$ cat config.mk
export PLATFORM = sky130hd
export DESIGN_NAME = mem_arbiter
export DESIGN_NICKNAME = d
export VERILOG_FILES = /design/src/rtl/mem_arbiter_pkg.sv /design/src/rtl/mem_arb_req_buf.sv /design/src/rtl/mem_arbiter.sv
export SDC_FILE = /design/constraint.sdc
export NUM_CORES = 1
export LEC_CHECK = 0
export ABC_AREA = 0
export BUFFER_PORTS_ARGS = -buffer_cell sky130_fd_sc_hd__buf_2
export CAP_MARGIN = 20
export CELL_PAD_IN_SITES_DETAIL_PLACEMENT = 0
export CELL_PAD_IN_SITES_GLOBAL_PLACEMENT = 1
export CORE_MARGIN = 1.5
export CORE_UTILIZATION = 39
export CTS_CLUSTER_DIAMETER = 150
export DETAILED_ROUTE_END_ITERATION = 10
export MAX_ROUTING_LAYER = met4
export PLACE_DENSITY = 0.86
export SYNTH_ARGS = -nofsm -noshare
export SYNTH_HDL_FRONTEND = slang
export SYNTH_SLANG_ARGS = --single-unit
$ cat constraint.sdc
create_clock -name clk -period 1.9 [get_ports clk]
set_input_delay 0.19 -clock clk [delete_from_list [all_inputs] [get_ports clk]]
set_output_delay 0.19 -clock clk [all_outputs]
set_load 0.01 [all_outputs]
$ cat src/rtl/mem_arbiter_pkg.sv
// ---------------------------------------------------------------------------
// rv32imc_types -- shared types for the unified-memory arbiter.
//
// Purpose:
//   Holds the arbiter state encoding, the pending-request record kept for
//   each CPU port, and a small helper that word-aligns a byte address.
//
// Contents:
//   arb_state_t  IDLE / IBUSY / DBUSY arbiter states
//   arb_req_t    one buffered request: addr, rmask, wmask, wdata, valid
//   word_align() clears the two byte-offset bits of an address
// ---------------------------------------------------------------------------
package rv32imc_types;

    typedef enum logic [1:0] {
        IDLE  = 2'd0,
        IBUSY = 2'd1,
        DBUSY = 2'd2
    } arb_state_t;

    typedef struct packed {
        logic [31:0] addr;
        logic [3:0]  rmask;
        logic [3:0]  wmask;
        logic [31:0] wdata;
        logic        valid;
    } arb_req_t;

    localparam logic [31:0] WORD_MASK = 32'hFFFF_FFFC;

    // Memory is word-addressed; byte lanes are selected by the masks instead.
    function automatic logic [31:0] word_align(input logic [31:0] addr);
        return addr & WORD_MASK;
    endfunction

endpackage

$ cat src/rtl/mem_arb_req_buf.sv
// ---------------------------------------------------------------------------
// mem_arb_req_buf -- single-entry pending buffer for one CPU memory port.
//
// Purpose:
//   Captures a request at the end of the cycle it is presented, holds it
//   while it waits for and receives service, and releases it when the
//   arbiter reports completion. A request arriving while the entry is
//   occupied is rejected and flagged so the arbiter can raise its error.
//
// Ports:
//   clk         rising-edge clock
//   rst_n       asynchronous active-low reset, empties the entry
//   req         incoming request (valid = a nonzero mask this cycle)
//   clear       the held entry completes this cycle
//   entry_next  value the entry will hold after this clock edge
//   drop        incoming request rejected because the entry is occupied
// ---------------------------------------------------------------------------
module mem_arb_req_buf
    import rv32imc_types::*;
(
    input  logic     clk,
    input  logic     rst_n,
    input  arb_req_t req,
    input  logic     clear,
    output arb_req_t entry_next,
    output logic     drop
);

    arb_req_t entry;

    // The entry stays occupied while in service, so a request on the same
    // cycle as its own completion is still treated as a collision.
    assign drop = req.valid && entry.valid;

    // Next-entry value is exported so the arbiter can grant a request in
    // the very cycle it is being captured.
    always_comb begin
        entry_next = entry;
        if (clear) begin
            entry_next.valid = 1'b0;
        end
        if (req.valid && !entry.valid) begin
            entry_next = req;
        end
    end

    always_ff @(posedge clk or negedge rst_n) begin
        if (!rst_n) begin
            entry <= '0;
        end else begin
            entry <= entry_next;
        end
    end

endmodule

$ cat src/rtl/mem_arbiter.sv
// ---------------------------------------------------------------------------
// mem_arbiter -- arbitrates instruction-fetch and data ports onto a single
// unified memory interface.
//
// Purpose:
//   Each port's request is captured into its own pending buffer. An FSM
//   grants one buffered request at a time, drives a registered memory
//   command that stays stable until mem_resp, then passes the returned data
//   straight through to the granted port alongside a one-cycle resp pulse.
//   Collisions, conflicting dmem masks and a busy timeout set a sticky err.
//
// Configuration:
//   MEM_ARBITER_RR_EN  when defined, a last-grant flag makes simultaneous
//                      requests alternate between ports; otherwise dmem
//                      always wins over imem.
//
// Parameters:
//   TIMEOUT_CYCLES  busy cycles without mem_resp before err is raised
//
// Ports:
//   clk, rst_n                            clock, async active-low reset
//   imem_addr, imem_rmask                 fetch request
//   imem_rdata, imem_resp                 fetch data and completion pulse
//   dmem_addr, dmem_rmask, dmem_wmask,
//   dmem_wdata                            load/store request
//   dmem_rdata, dmem_resp                 load data and completion pulse
//   mem_addr, mem_read, mem_write,
//   mem_wmask, mem_wdata                  unified memory command
//   mem_rdata, mem_resp                   unified memory return
//   err                                   sticky protocol/timeout error
// ---------------------------------------------------------------------------
module mem_arbiter
    import rv32imc_types::*;
#(
    parameter int TIMEOUT_CYCLES = 1023
) (
    input  logic        clk,
    input  logic        rst_n,

    input  logic [31:0] imem_addr,
    input  logic [3:0]  imem_rmask,
    output logic [31:0] imem_rdata,
    output logic        imem_resp,

    input  logic [31:0] dmem_addr,
    input  logic [3:0]  dmem_rmask,
    input  logic [3:0]  dmem_wmask,
    input  logic [31:0] dmem_wdata,
    output logic [31:0] dmem_rdata,
    output logic        dmem_resp,

    output logic [31:0] mem_addr,
    output logic        mem_read,
    output logic        mem_write,
    output logic [3:0]  mem_wmask,
    output logic [31:0] mem_wdata,
    input  logic [31:0] mem_rdata,
    input  logic        mem_resp,

    output logic        err
);

    localparam int            CW      = $clog2(TIMEOUT_CYCLES + 1);
    localparam logic [CW-1:0] CNT_MAX = CW'(TIMEOUT_CYCLES);

    arb_state_t    state;
    logic [CW-1:0] busy_cnt;

    arb_req_t i_req;
    arb_req_t d_req;
    arb_req_t i_next;
    arb_req_t d_next;
    arb_req_t grant;

    logic i_clear;
    logic d_clear;
    logic i_drop;
    logic d_drop;
    logic busy;
    logic can_arb;
    logic pick_d;
    logic mask_conflict;
    logic timeout_hit;

`ifdef MEM_ARBITER_RR_EN
    logic last_dmem;
`endif

    // Fetches never write, so their write fields are carried as zero.
    assign i_req = '{addr: imem_addr, rmask: imem_rmask, wmask: 4'h0,
                     wdata: 32'h0, valid: |imem_rmask};
    assign d_req = '{addr: dmem_addr, rmask: dmem_rmask, wmask: dmem_wmask,
                     wdata: dmem_wdata, valid: (|dmem_rmask) || (|dmem_wmask)};

    assign busy    = (state != IDLE);
    assign i_clear = (state == IBUSY) && mem_resp;
    assign d_clear = (state == DBUSY) && mem_resp;

    // A new grant is possible from IDLE, or in the completing cycle of a
    // transaction so the next one starts with no idle gap.
    assign can_arb = !busy || mem_resp;

    mem_arb_req_buf u_ibuf (
        .clk        (clk),
        .rst_n      (rst_n),
        .req        (i_req),
        .clear      (i_clear),
        .entry_next (i_next),
        .drop       (i_drop)
    );

    mem_arb_req_buf u_dbuf (
        .clk        (clk),
        .rst_n      (rst_n),
        .req        (d_req),
        .clear      (d_clear),
        .entry_next (d_next),
        .drop       (d_drop)
    );

    // Arbitration looks at next-cycle pending state so a request presented
    // in cycle N can already be the command in cycle N+1.
`ifdef MEM_ARBITER_RR_EN
    assign pick_d = d_next.valid && (!i_next.valid || !last_dmem);
`else
    assign pick_d = d_next.valid;
`endif

    assign grant = pick_d ? d_next : i_next;

    assign mask_conflict = (|dmem_rmask) && (|dmem_wmask);

    // The counter saturates at CNT_MAX; err fires on the step that reaches it.
    assign timeout_hit = busy && !mem_resp && ((busy_cnt + CW'(1)) == CNT_MAX);

    // Completion is combinational from mem_resp so the port sees it in the
    // same cycle as the memory.
    assign imem_resp  = (state == IBUSY) && mem_resp;
    assign dmem_resp  = (state == DBUSY) && mem_resp;
    assign imem_rdata = imem_resp ? mem_rdata : 32'h0;
    assign dmem_rdata = dmem_resp ? mem_rdata : 32'h0;

    // Arbiter FSM. The memory command is loaded only at grant time and is
    // otherwise left untouched, which keeps it stable until mem_resp. A
    // request with any write lane is a write even if rmask is also set.
    always_ff @(posedge clk or negedge rst_n) begin
        if (!rst_n) begin
            state     <= IDLE;
            busy_cnt  <= '0;
            err       <= 1'b0;
            mem_addr  <= 32'h0;
            mem_read  <= 1'b0;
            mem_write <= 1'b0;
            mem_wmask <= 4'h0;
            mem_wdata <= 32'h0;
`ifdef MEM_ARBITER_RR_EN
            last_dmem <= 1'b0;
`endif
        end else begin
            err <= err | i_drop | d_drop | mask_conflict | timeout_hit;

            if (can_arb) begin
                busy_cnt <= '0;
                if (grant.valid) begin
                    state     <= pick_d ? DBUSY : IBUSY;
                    mem_addr  <= word_align(grant.addr);
                    mem_write <= |grant.wmask;
                    mem_read  <= (|grant.rmask) && !(|grant.wmask);
                    mem_wmask <= grant.wmask;
                    mem_wdata <= grant.wdata;
`ifdef MEM_ARBITER_RR_EN
                    last_dmem <= pick_d;
`endif
                end else begin
                    state     <= IDLE;
                    mem_addr  <= 32'h0;
                    mem_read  <= 1'b0;
                    mem_write <= 1'b0;
                    mem_wmask <= 4'h0;
                    mem_wdata <= 32'h0;
                end
            end else if (busy_cnt != CNT_MAX) begin
                busy_cnt <= busy_cnt + CW'(1);
            end
        end
    end

endmodule

==> results of run 1 <==
-- layout by cell type, fill, tap and decap left out, types with 17 or more instances in the layout --
cell type,instances
nor2_1,68
buf_4,36
a221oi_1,18
a21oi_1,133
buf_2,268
dlygate4sd3_1,101
a22o_1,35
and2_1,97
buf_12,17
nand2_1,379
dfrtp_1,221
clkbuf_16,26
-- kinds of logic after synthesis --
logic type	after synthesis	share of synthesized area
other	1	0.0003665
adder cells (fa/ha/maj)	2	0.002445
XOR/XNOR	8	0.006847
flip-flops	223	0.5454
AND/OR/NAND/NOR	588	0.2517
AO/OA/AOI/OAI	236	0.1472
buffers and inverters	95	0.04060
multiplexers	5	0.005502
-- critical path, stage by stage, from the launching register on --
cell     delay [ps]
dfrtp_2         420
buf_6           120
and3b_2         230
buf_12          170
and2_1          170
buf_2           140
-- cells in the mapped netlist (all sizes together) (4+ instances only) --
master	instances
nand2	380
dfrtp	223
a21oi	137
and2	100
nor2	69
clkbuf	64
a22o	35
a221oi	31
buf	22
o21ai	12
inv	9
and3	8
nand3	6
mux2	5
or4	5
a31oi	4
xnor2	4
xor2	4
-- state kept, by name, indices dropped and copies added (netlist names) --
| signal | cells |
|---|---|
| mem_wdata | 32 |
| state | 2 |
| mem_addr | 30 |
| u_ibuf.entry | 71 |
| err | 1 |
| mem_read | 1 |
| busy_cnt | 10 |
| u_dbuf.entry | 71 |
| mem_wmask | 4 |
| mem_write | 1 |
-- final cells by class --
class,count,share of cell area
clock buffer,40,0.05282
clock inverter,6,0.004250
inverter,9,0.002342
multi-input combinational,841,0.3056
sequential,223,0.3870
tap,335,0.02905
timing repair buffer,434,0.2189
-- stage by stage --
step                      hold WS (ps)  power [mW]  instances  utilization
after detailed placement         129.2       15.65       1726       0.4718
after global routing             32.88       22.67       1888       0.5568
after CTS                        11.49       21.04       1884       0.5496
after global placement           124.5       15.42       1726       0.4718
after floorplan                 -105.6       12.52       1159            -
final                            29.39       21.17       1888       0.5568
-- path summary, 6_finish.rpt --
path | startpoint | end | slack (ps) | depth (start not counted)
min in group asynchronous | rst_n | u_dbuf.entry[26]$_DFF_PN0_ | 180 | 2
max in group asynchronous | rst_n | state[1]$_DFFE_PN0N_ | 960 | 3
hold / removal | dmem_rmask[3] | u_dbuf.entry[40]$_DFF_PN0_ | 30 | 3
setup reg to reg | state[0]$_DFFE_PN0N_ | mem_addr[29]$_DFFE_PN0N_ | 80 | 8
hold reg to reg | mem_write$_DFFE_PN0N_ | mem_write$_DFFE_PN0N_ | 470 | 2
setup / recovery | state[0]$_DFFE_PN0N_ | imem_rdata[8] | -80 | 5
-- power breakdown --
group	internal (mW)	leakage [nW]	switching, mW
combinational	3.76	4.12	4.90
sequential	6.62	2.80	1.07
clock	2.87	0.404	1.95
-- per-layer routing --
metal,up-vias,part of all wire
met3,50,0.051
li1,4600,-
met1,4601,0.45
met5,-,0
met2,293,0.47
met4,0,0.024
-- repair_timing --
| item | in CTS | in global routing |
|---|---|---|
| gates resized for setup | 16 | 25 |
| hold buffers | 102 | 0 |
| setup endpoints to repair | 66 | 165 |
| endpoints found under the hold margin | 246 | 0 |
| cloned | 2 | 1 |
| setup buffers | 8 | 4 |
| pin swaps | 6 | 1 |
==> reports/metrics.csv, run 1 <==
metric,value,unit
grt_pass1_wl,48.43,mm
final_nets,1679,
yosys.area.top_type_share,0.5454,
detailed_place_hpwl,18.97,mm
ioPinCount,280,
core_area,25910,um2
yosysSeqAreaShare,0.5454,
worst-path-max-fanout,33,
n_fill_cell,2280,
detail_route.wirelength,30.92,mm
maxcap_violations,0,
timing.critical_path.from_type,flop,
multiInputGateArea,4409,um2
largest_net_degree_at_the_start_of_global_routing,74,
die_width,165.0,um
dieArea,27220,um2
yosys_warnings,0,
pre_cts_ws,-41.29,ps
synth_async_sr_flop_share,1.000,
global_route.usage.met2,0.3707,
timing.critical_path.arrival,1790,ps
finalMaxSlewViolations,0,
place_congestion,0.8164,
place.port_buffers,273,
rows,59,
synthesis.area,10230,um2
path_clk_slew,60,ps
synth.ff_latch_count,223,
overflow,0,
finalCritPeriodShare,1.042,
worstSkewPairLatency,530,ps
htree_num_levels,1,
skew,12.91,ps
final_antenna_diode_count,0,
grt_setup_unrepaired,yes,
detailroute.via_count,9544,
pleak,7.318,nW
critPathCaptureType,output pin,
wire_length_per_cell_after_detailed_routing,16.38,um
placed_area,12220,um2
cts_buffer_depth,3,
finalSetupViolations,56,
cp_data_required_time,1710,ps
sequential_cell_area,5583,um2
detailedRoute.firstPassIterationCount,5,
grt_util_met1,0.3033,
clock_tree_from_tritoncts,done,
tritoncts.num_buffers,25,
synthDistinctLibCells,49,
timing_worst_setup_path_type,flop to output pin,
fmax,504.9,MHz
synthesis.area_per_instance,8.836,um2
min_path_type,input port to flop,
globalRouteMet3Util,0.03415,
post_synth_inst_count,1158,
cts.sinks,223,
clock_tree.root_cell,clkbuf_16,
hold_violation_count_in_the_final_report,0,
grt.busiest_layer,met2,
post_drt_via_cell_ratio,5.055,
power_density,1467,nW/um2
synthTopCellsByArea,"dfrtp_1, nand2_1, a21oi_1",
fin_area,14430,um2
remaining_drc_errors,0,
final_layout_size_suffix_gt1_frac,0.2672,
initial_core_util,0.3949,
die_h,165.0,um
antenna_found_initial,0,
status,"complete, but fails checks",
final.min_clock_period,1981,ps
gr-usage-all-layers,0.2302,
synth_edf_count,0,
ys_dominant_reg_cell,dfrtp_1,
setup-tns-final,-2172,ps
failed_checks,setup timing,
antenna_left,0,
fin_ws,-80.60,ps
grt_pass1_vias,9366,
syn_to_final_growth,40.99,%
drt_iter0_drc,595,
peakVddDrop,0.0008473,V
yosysTopAreaCell,dfrtp_1,
Note: power is estimated with default switching activity, not from simulation.
==> run 2: changes to the inputs <==
==> constraint.sdc (replaced) <==
create_clock -name clk -period 1.9 [get_ports clk]
set_input_delay 0.38 -clock clk [delete_from_list [all_inputs] [get_ports clk]]
set_output_delay 0.38 -clock clk [all_outputs]
set_load 0.01 [all_outputs]
==> reports/metrics.csv, run 2 (synthesis results as in run 1) <==
metric,value,unit
status,"complete, but fails checks",
failed_checks,setup timing,
initial_core_util,0.3949,
drt_iter0_drc,597,
grt_setup_unrepaired,yes,
cts_buffer_depth,3,
path_clk_slew,60,ps
worst_slew_pin_slew,520.3,ps
final.min_clock_period,2083,ps
hold_violation_count_in_the_final_report,0,
detailedRoute.firstPassIterationCount,5,
rr_worst_depth,7,
timing.critical_path.from_type,flop,
clock_tree.root_cell,clkbuf_16,
n_fill_cell,2406,
pleak,7.008,nW
post_drt_via_cell_ratio,5.067,
clock_tree_from_tritoncts,done,
power_density,1528,nW/um2
r2r_end,mem_wdata[27]$_DFFE_PN0N_,
cp_data_required_time,1520,ps
critPathCaptureType,output pin,
detailroute.via_count,9187,
fin_ws,-183.1,ps
rows,59,
largest_net_degree_at_the_start_of_global_routing,58,
cts.sinks,223,
die_h,165.0,um
finalCritPeriodShare,1.096,
ioPinCount,280,
maxcap_violations,0,
core_area,25910,um2
finalSetupViolations,66,
die_width,165.0,um
remaining_drc_errors,0,
fin_area,13700,um2
final_common_cell,nand2_1,
timing.critical_path.from,state[0]$_DFFE_PN0N_,
detail_route.wirelength,29.42,mm
overflow,0,
final_nets,1600,
tritoncts.num_buffers,25,
place.port_buffers,273,
place_congestion,0.7945,
grt_pass1_vias,8950,
finalMaxSlewViolations,0,
placed_area,12540,um2
grt_pass1_wl,46.62,mm
antenna_left,0,
antenna_found_initial,3,
timing_worst_setup_path_type,flop to output pin,
r2r_slack,90,ps
peakVddDrop,0.0007706,V
timing.critical_path.arrival,1700,ps
detailed_place_hpwl,20.10,mm
htree_num_levels,1,
min_path_type,input port to flop,
final_layout_size_suffix_gt1_frac,0.3019,
worst-path-max-fanout,7,
endpoint,dmem_rdata[16],
skew,21.54,ps
fmax,480.1,MHz
syn_to_final_growth,33.91,%
dieArea,27220,um2
gr-usage-all-layers,0.2201,
maxSlewHeadroom,0.6522,
hold_ws,49.69,ps
largestRegisters,"u_dbuf.entry: 71 flops, u_ibuf.entry: 71 flops, mem_wdata: 32 flops",
source_of_the_worst_register_to_register_timing_path,state[1]$_DFFE_PN0N_,
top_library_cells_by_usage_in_the_layout_fill_and_taps_aside,"nand2_1, buf_2, dfrtp_1, a21oi_1, and2_1",
wire_length_per_cell_after_detailed_routing,16.23,um
worstSkewPairLatency,530,ps
==> run 2: cell types whose count changed in the layout (fill, tap and decap cells not counted), sizes merged <==
| cell | before | now |
|---|---|---|
| dlygate4sd3 | 101 | 1 |
| buf | 330 | 353 |
| clkbuf | 41 | 36 |
| clkinv | 3 | 7 |
| diode | 0 | 4 |
| bufbuf | 1 | 0 |
| clkinvlp | 1 | 2 |
| dlymetal6s4s | 1 | 0 |
==> run 2: worst min path at each step <==
stage                              from                    endpoint  slack [ps]  depth (start not counted)
after global routing      dmem_addr[14]  u_dbuf.entry[55]$_DFF_PN0_          50                          3
after CTS                 imem_addr[18]  u_ibuf.entry[59]$_DFF_PN0_          30                          3
after detailed placement          rst_n  u_dbuf.entry[26]$_DFF_PN0_         360                          1
after floorplan                   rst_n     busy_cnt[0]$_DFFE_PN0P_          80                          0
after global placement            rst_n  u_dbuf.entry[26]$_DFF_PN0_         350                          1
final                     imem_addr[18]  u_ibuf.entry[59]$_DFF_PN0_          50                          3
==> run 2: worst max-delay path: stages, from the launching register on <==
cell and delay [ps]:
dfrtp_2 430, inv_2 70, and3_4 270, clkbuf_16 170
and2_4 150, buf_6 100
==> run 2: power by group <==
group          total (mW)  switching, mW  leakage (nW)  internal, mW
sequential           7.67           1.05          2.80          6.61
combinational        8.62           4.79          3.82          3.83
clock                4.65           1.97         0.384          2.69
==> run 2: stage by stage <==
stage | power (mW) | utilization | cells | TNS, ps | worst slack, ps
after floorplan | 12.52 | - | 1159 | 0 | 27.71
after global placement | 15.73 | 0.4841 | 1752 | -9629 | -205.9
after detailed placement | 15.99 | 0.4841 | 1752 | -8696 | -177.3
after CTS | 20.86 | 0.5189 | 1805 | -10570 | -201.4
after global routing | 22.42 | 0.5287 | 1812 | -13770 | -240.3
final | 20.94 | 0.5288 | 1813 | -9440 | -183.1
==> run 2: final cells by class <==
type,instances,area (um2),area share
Multi-Input combinational cell,841,4388,0.3202
Tap cell,335,419.2,0.03059
Clock buffer,35,693.2,0.05059
Antenna cell,4,10.01,0.0007305
Inverter,9,33.78,0.002466
Sequential cell,223,5582,0.4074
Timing Repair Buffer,355,2484,0.1813
Clock inverter,11,92.59,0.006757
==> run 2: repair_timing <==
item,in CTS,in global routing
setup buffers,5,3
gates resized for setup,13,47
setup endpoints to repair,66,68
pin swaps,3,19
hold endpoints to repair,49,0
hold buffers,1,0
gates cloned,1,1
==> run 2: per-layer routing <==
layer	part of all wire	vias to the layer above	wire length, um	track usage
met5	0	-	0	-
met4	0.023	0	677	0.05815
met3	0.062	46	1827	0.03893
met2	0.45	281	13370	0.3354
met1	0.46	4421	13540	0.3034
li1	-	4439	-	-
==> run 3: changes to the inputs <==
BUFFER_PORTS_ARGS = default   (was -buffer_cell sky130_fd_sc_hd__buf_2)
CORE_UTILIZATION = 47   (was 39)
DONT_BUFFER_PORTS = 1   (was default)
PLACE_DENSITY = 0.85   (was 0.86)
==> reports/metrics.csv, run 3 (synthesis results as in run 1) <==
metric,value,unit
worstSkewPairLatency,510,ps
final_antenna_diode_count,0,
clock_tree.root_cell,clkbuf_16,
cts.sinks,223,
initial_core_util,0.4822,
final_layout_size_suffix_gt1_frac,0.1473,
grt_setup_unrepaired,yes,
drt_iter0_drc,429,
cp_data_required_time,1520,ps
fin_area,12860,um2
detail_route.wirelength,29.65,mm
maxcap_violations,0,
finalCritPeriodShare,1.045,
placed_area,10690,um2
place_congestion,0.8531,
tritoncts.num_buffers,25,
crit_path_cell_trace,inv_2 -> and3_4 -> clkbuf_16 -> and2_1,
fin_ws,-84.77,ps
die_width,150.6,um
status,"complete, but fails checks",
remaining_drc_errors,0,
clock_tree_from_tritoncts,done,
post_layout_nonfiller_instances,1538,
detailed_place_hpwl,16.71,mm
peakVddDrop,0.0008718,V
dieArea,22670,um2
wire_length_per_cell_after_detailed_routing,19.28,um
path_clk_slew,60,ps
finalPower,20.08,mW
final.min_clock_period,1985,ps
n_fill_cell,1800,
rows,53,
htree_num_levels,1,
post_drt_via_cell_ratio,5.538,
overflow,0,
largestRegisters,"u_dbuf.entry: 71 flops, u_ibuf.entry: 71 flops, mem_wdata: 32 flops",
sequential_cell_area,5582,um2
die_h,150.6,um
timing.critical_path.from_type,flop,
core_area,21220,um2
timing.critical_path.arrival,1600,ps
critical-path-slowest-cell,dfrtp_2,
place.port_buffers,0,
hold_violation_count_in_the_final_report,223,
placedCellCount,1384,
antenna_found_initial,0,
top_library_cells_by_usage_in_the_layout_fill_and_taps_aside,"nand2_1, dfrtp_1, a21oi_1, dlygate4sd3_1, nor2_1",
worst_path_largest_cell_delay,430,ps
antenna_left,0,
skew,5.722,ps
finalSetupViolations,63,
largest_net_degree_at_the_start_of_global_routing,224,
final_nets,1390,
maxSlewHeadroom,0.5970,
detailedRoute.firstPassIterationCount,5,
worst-path-max-fanout,8,
hold_ws,-431.5,ps
gr-usage-all-layers,0.2587,
final_common_cell,nand2_1,
fmax,503.8,MHz
finalMaxSlewViolations,0,
pleak,6.094,nW
worst_slew_pin_slew,604.6,ps
cts_buffer_depth,3,
detailroute.via_count,8518,
multiInputGateArea,4486,um2
failed_checks,"hold timing, setup timing",
critPathCaptureType,output pin,
syn_to_final_growth,25.72,%
finish.utilization,0.6062,
ioPinCount,280,
power_density,1561,nW/um2
timing_worst_setup_path_type,flop to output pin,
cts-hold-fix-buffers,93,
min_path_type,input port to asynchronous set/reset pin,
grt_pass1_vias,8474,
grt_pass1_wl,45.22,mm
==> run 3: changes by cell type in the layout (fill, tap and decap cells not counted), sizes merged <==
cell | before | now
clkbuf | 36 | 38
buf | 353 | 48
inv | 10 | 9
bufbuf | 0 | 1
dlygate4sd3 | 1 | 93
diode | 4 | 0
==> run 3: power breakdown <==
| group | internal (mW) | leakage (nW) | total, mW | switching [mW] |
|---|---|---|---|---|
| registers | 6.61 | 2.80 | 8.20 | 1.59 |
| logic | 3.15 | 2.89 | 7.14 | 4.00 |
| clock network | 2.82 | 0.404 | 4.73 | 1.92 |
| total | 12.6 | 6.09 | 20.1 | 7.50 |
==> run 3: critical path, delay by kind of cell (launching register included) <==
| kind | cells | cell delay (ps) |
|---|---|---|
| simple gates | 2 | 430 |
| flops | 1 | 430 |
| buf+inv | 2 | 230 |
==> run 3: final timing paths <==
check	startpoint	depth (start not counted)	endpoint	slack (ps)
max	state[0]$_DFFE_PN0N_	4	dmem_rdata[23]	-80
min in group clk	imem_rmask[2]	1	u_ibuf.entry[39]$_DFF_PN0_	20
max reg2reg	state[0]$_DFFE_PN0N_	9	mem_wmask[1]$_DFFE_PN0N_	60
max in group asynchronous	rst_n	0	u_ibuf.entry[70]$_DFF_PN0_	1810
min	rst_n	0	u_ibuf.entry[31]$_DFF_PN0_	-430
min reg2reg	u_dbuf.entry[5]$_DFF_PN0_	2	u_dbuf.entry[5]$_DFF_PN0_	470
==> run 3: through the flow <==
stage / hold WS, ps / setup TNS (ps) / setup slack [ps]
2_1_floorplan: 84.41 / 0 / 27.71
3_3_place_gp: 94.93 / -1036 / -41.94
3_5_place_dp: 92.39 / -3131 / -133.2
4_1_cts: -450.1 / -5102 / -105.2
5_1_grt: -452.0 / -6909 / -126.7
6_report: -431.5 / -3467 / -84.77
==> run 3: layer usage <==
layer	vias to the layer above	GRT usage	routed length (um)
li1	4009	-	-
met1	4141	0.3497	12930
met2	314	0.3927	13790
met3	54	0.05788	2323
met4	0	0.07108	609
met5	-	-	0
==> run 3: layout make-up <==
cell class | count | area share
clock buffer | 35 | 0.05700
multi-input combinational | 841 | 0.3487
inverter | 9 | 0.002626
timing repair buffer | 145 | 0.1248
sequential | 223 | 0.4339
clock inverter | 10 | 0.006225
tap | 275 | 0.02675
==> run 3: timing repair <==
item	CTS	global route
setup buffers	6	4
pin swaps	5	7
endpoints found under the setup margin	66	105
hold endpoints to repair	317	223
resized for setup	47	31
gates cloned	1	5
